`config.mk`:
```
export PLATFORM = sky130hd
export DESIGN_NAME = game_ctrl
export DESIGN_NICKNAME = d
export VERILOG_FILES = /design/src/rtl/game_ctrl.sv
export SDC_FILE = /design/constraint.sdc
export NUM_CORES = 1
export LEC_CHECK = 0
export CAP_MARGIN = 25
export CORE_MARGIN = 2
export CORE_UTILIZATION = 50
export DETAILED_ROUTE_END_ITERATION = 7
export PLACE_DENSITY = 0.85
export SYNTH_ARGS = -nofsm -noshare
export SYNTH_HDL_FRONTEND = slang
export SYNTH_SLANG_ARGS = --single-unit
```
`constraint.sdc`:
```
create_clock -name clk -period 5.5 [get_ports clk]
set_input_delay 1.1 -clock clk [delete_from_list [all_inputs] [get_ports clk]]
set_output_delay 1.1 -clock clk [all_outputs]
set_load 0.01 [all_outputs]
```
`src/rtl/game_ctrl.sv`:
```
// Turn sequencer for a 3x3 tic-tac-toe board: validates move requests, pulses one box
// select for the current player, then scores the board for a win or draw.
module game_ctrl #(
    parameter logic FIRST_PLAYER = 1'b0
) (
    input  logic        clk,
    input  logic        reset,
    input  logic        move_valid,
    input  logic [3:0]  move_idx,
    input  logic [17:0] board,
    output logic        move_ready,
    output logic [8:0]  box_select,
    output logic        cur_player,
    output logic        illegal,
    output logic        game_over,
    output logic [1:0]  winner,
    output logic [3:0]  turn_count
);

    typedef enum logic [1:0] {
        S_WAIT,
        S_COMMIT,
        S_CHECK,
        S_DONE
    } state_t;

    state_t      r_state;
    logic [8:0]  r_box_select;
    logic        r_cur_player;
    logic        r_illegal;
    logic        r_game_over;
    logic [1:0]  r_winner;
    logic [3:0]  r_turn_count;

    logic [1:0]  w_box [9];
    logic        w_box_free;
    logic        w_legal;
    logic [8:0]  w_onehot;
    logic [1:0]  w_win;

    // Returns the shared code when all three boxes hold the same nonzero code, else 00.
    function automatic logic [1:0] line_win(input logic [1:0] a, input logic [1:0] b,
                                            input logic [1:0] c);
        return ((a != 2'b00) && (a == b) && (b == c)) ? a : 2'b00;
    endfunction

    always_comb begin
        w_box_free = 1'b0;
        for (int i = 0; i < 9; i++) begin
            w_box[i] = board[2*i +: 2];
            if (move_idx == 4'(i))
                w_box_free = (board[2*i +: 2] == 2'b00);
        end
    end

    // An out-of-range index never matches a box above, so w_box_free stays low for it.
    assign w_legal  = (move_idx <= 4'd8) && w_box_free;
    assign w_onehot = 9'b1 << move_idx;

    always_comb begin
        w_win = line_win(w_box[0], w_box[1], w_box[2]);
        if (w_win == 2'b00) w_win = line_win(w_box[3], w_box[4], w_box[5]);
        if (w_win == 2'b00) w_win = line_win(w_box[6], w_box[7], w_box[8]);
        if (w_win == 2'b00) w_win = line_win(w_box[0], w_box[3], w_box[6]);
        if (w_win == 2'b00) w_win = line_win(w_box[1], w_box[4], w_box[7]);
        if (w_win == 2'b00) w_win = line_win(w_box[2], w_box[5], w_box[8]);
        if (w_win == 2'b00) w_win = line_win(w_box[0], w_box[4], w_box[8]);
        if (w_win == 2'b00) w_win = line_win(w_box[2], w_box[4], w_box[6]);
    end

    // NOTE: state registers use non-blocking assignments so every branch sees pre-edge values.
    always_ff @(posedge clk) begin
        if (reset) begin
            r_state      <= S_WAIT;
            r_box_select <= '0;
            r_cur_player <= FIRST_PLAYER;
            r_illegal    <= 1'b0;
            r_game_over  <= 1'b0;
            r_winner     <= 2'b00;
            r_turn_count <= '0;
        end else begin
            // NOTE: default-low here makes illegal a single-cycle pulse without extra state.
            r_illegal <= 1'b0;
            case (r_state)
                S_WAIT: begin
                    if (move_valid) begin
                        if (w_legal) begin
                            r_box_select <= w_onehot;
                            r_state      <= S_COMMIT;
                        end else begin
                            r_illegal <= 1'b1;
                        end
                    end
                end
                S_COMMIT: begin
                    r_box_select <= '0;
                    if (r_turn_count != 4'd9)
                        r_turn_count <= r_turn_count + 4'd1;
                    r_state <= S_CHECK;
                end
                S_CHECK: begin
                    // The box latched at the end of COMMIT, so board already holds this move.
                    if (w_win != 2'b00) begin
                        r_winner    <= w_win;
                        r_game_over <= 1'b1;
                        r_state     <= S_DONE;
                    end else if (r_turn_count == 4'd9) begin
                        r_winner    <= 2'b11;
                        r_game_over <= 1'b1;
                        r_state     <= S_DONE;
                    end else begin
                        r_cur_player <= ~r_cur_player;
                        r_state      <= S_WAIT;
                    end
                end
                S_DONE: r_state <= S_DONE;
                default: r_state <= S_WAIT;
            endcase
        end
    end

    assign move_ready = (r_state == S_WAIT);
    assign box_select = r_box_select;
    assign cur_player = r_cur_player;
    assign illegal    = r_illegal;
    assign game_over  = r_game_over;
    assign winner     = r_winner;
    assign turn_count = r_turn_count;

endmodule

```
==> impl_metrics.tcl <==
set metrics [dict create \
    outcome "finished, final reports clean" \
    ir_drop_uv 165 \
    grt-busiest-layer "met2" \
    area_delta_synth_final_pct 32.0 \
    p_per_area_mw_per_mm2 158 \
    ctsHoldBuffers 0 \
    core_mm2 0.00269 \
    routabilityCongestion 0.878 \
    crit_path_top_delay_cell "clkdlybuf4s50_1" \
    grt-ovfl-total 0 \
    synth_area_mm2 0.00139 \
    max_freq_mhz 316 \
    ys_async_sr_fraction_pct 0 \
    antenna_cells 0 \
    clk_pin_slew_worst_paths_ps 100 \
    grt_antenna_before_repair 0 \
    yosysWarningCount 0 \
    worst_pin_slew_ps 493 \
    cts_root_buf "clkbuf_4" \
    p_leak_nw 0.638 \
    ff2ff_setup_slack_ps 3660 \
    fin_crit_sh_pct 57.5 \
    required_ps 5700 \
    row_count 19 \
    vias_per_cell 5.73 \
    io_pins 44 \
    grt_pass1_wl_um 6260 \
    syn_avg_cell_area_um2 7.34 \
    ctsHtreeMaxLevel 1 \
    synth_edf_count 0 \
    synthCells 189 \
    fin_worst_skew_ps 4.19 \
    layout_common_cells "43 x clkdlybuf4s50_1, 28 x nor2_1, 20 x dfxtp_1, 15 x inv_1, 13 x a21oi_1" \
    cts_tree "built" \
    setup_violations 0 \
    ant_nets 0 \
    fp.dieW_um 56.7 \
    initial_core_util_pct 51.7 \
    min_period_ps 3160 \
    routed_wl_um 3480 \
    start_kind "input pin" \
    worstPathCellList "clkdlybuf4s50_1 -> nor3_2 -> a211oi_2 -> a211oi_1 -> o31a_1 -> nor2b_4 -> or3_1 -> o32ai_1" \
    layout-drive-gt1-share_pct 6.11 \
    ys_types 45 \
    die_area_mm2 0.00321 \
    cp-end-kind "flip-flop" \
    post-dp-hpwl_um 2730 \
    chipHeight_um 56.7 \
    grt_use_met3_pct 4.61 \
    slew_violations 0 \
    use_met1_pct 31.5 \
    use_met2_pct 41.7 \
    io_buffers 43 \
    crit_arrival_ps 3360 \
    critPathMaxFanout 14 \
    maxSlewHeadroom_pct 67.1 \
    ctsLongestPathBuffers 2 \
    dr.first_iter.drc_count 40 \
    layout_commonest_cell "clkdlybuf4s50_1" \
    slowest_delay_ps 780 \
    drv_cap 0 \
    cts_sinks 20 \
    fin_setup_tns_ps 0 \
    cts_resized 0 \
    synth_flop_cell "dfxtp_1" \
    fin_nets 258 \
    hold_viol 0 \
    wire_per_inst_um 13.4 \
    synth_seq_cells 20 \
    post-route-util_pct 68.2 \
    drcViolationCount 0 \
    seqCellArea_um2 400 \
    syn_nets 216 \
    clock_latency_ps 290 \
    grt_setup_unrepaired "false" \
    nFillCells 244 \
    grt_pass1_vias 1377 \
    worstSetupPathType "in2reg" \
    vias 1490 \
    worst-path-buf-inv 1 \
    track_usage_pct 24.1 \
    hold_class "reg2reg" \
    path_delay_family "compound AO/OA/AOI/OAI gates" \
    multi_input_area_um2 883 \
    cts_setup_buffers 0 \
    grt_start_max_net_pins 15 \
    drt_first_pass_iters 4 \
    cts_buffers 3 \
    yosysSeqAreaShare_pct 28.9 \
]
[state kept, by name, summed over array words and instances (netlist names)]
name        flops
game_over       1
cur_player      1
r_state         2
illegal         1
winner          2
turn_count      4
box_select      9
[cells by family (layout without fill, tap and decap cells)]
logic type | count (synthesis) | after routing | synth area share (%)
simple gates | 94 | 94 | 36.3
compound gates | 48 | 48 | 23.0
xor+xnor | 4 | 4 | 2.53
buf+inv | 21 | 61 | 7.48
flops | 20 | 20 | 28.9
fa+ha+maj | 2 | 2 | 1.80
[where the power goes]
| group | leakage, nW | switching (mW) | internal [mW] |
|---|---|---|---|
| clock | 0.0138 | 0.0403 | 0.0255 |
| sequential | 0.162 | 0.00213 | 0.147 |
| combinational | 0.462 | 0.0375 | 0.0368 |
[through the flow]
step / instances / hold slack [ps] / worst slack, ps / power, mW / instance area (um^2)
finish: 260 / 457 / 2340 / 0.290 / 1830
global route: 260 / 476 / 2240 / 0.305 / 1830
CTS: 260 / 462 / 2320 / 0.291 / 1830
detailed placement: 257 / 447 / 2010 / 0.227 / 1810
global placement: 257 / 438 / 2090 / 0.226 / 1810
floorplan: 189 / 470 / 2860 / 0.192 / 1390
[worst reg2reg max path: stages, from the launching register on]
cell and delay, ps:
dfxtp_1 400, inv_1 60, ha_1 170, and3b_1 200
nor2_1 140, nand4_1 150, nor3_1 380, nand2b_1 160
a21oi_1 70
[synthesized netlist by cell type (3+ instances only)]
cell,n,area share [%]
o21ai_1,3,1.1
nor3_1,12,4.3
nand4_1,3,1.4
a211oi_1,5,2.7
a21oi_1,13,4.7
nand2b_1,4,1.8
and3_1,3,1.4
inv_1,15,4.1
dfxtp_1,20,29
nand2_1,6,1.6
buf_6,3,2.4
nor2_1,28,7.6
or3_1,11,5.0
o22ai_1,6,2.7
nand3_1,12,4.3
a21o_1,3,1.6
o21ai_0,5,1.8
[cell type report]
cell class,count,share of cell area (%)
inverter,15,3.07
tap,31,2.12
timing repair buffer,43,23.5
sequential,20,21.9
multi-input combinational,148,48.2
clock buffer,3,1.23
[worst paths after layout]
| kind | start | to | cells past startpoint |
|---|---|---|---|
| max | move_idx[0] | box_select[4] | 8 |
| min | box_select[0] | box_select[0] | 2 |
| max reg2reg | turn_count[1] | game_over | 8 |
| min reg2reg | box_select[0] | box_select[0] | 2 |
[metal layers]
| metal | vias up | part of all wire, % |
|---|---|---|
| met1 | 685 | 46 |
| li1 | 762 | - |
| met2 | 41 | 48 |
| met3 | 2 | 5.6 |
| met5 | - | 0 |
| met4 | 0 | 0.32 |
(Power assumes the default switching activity.)
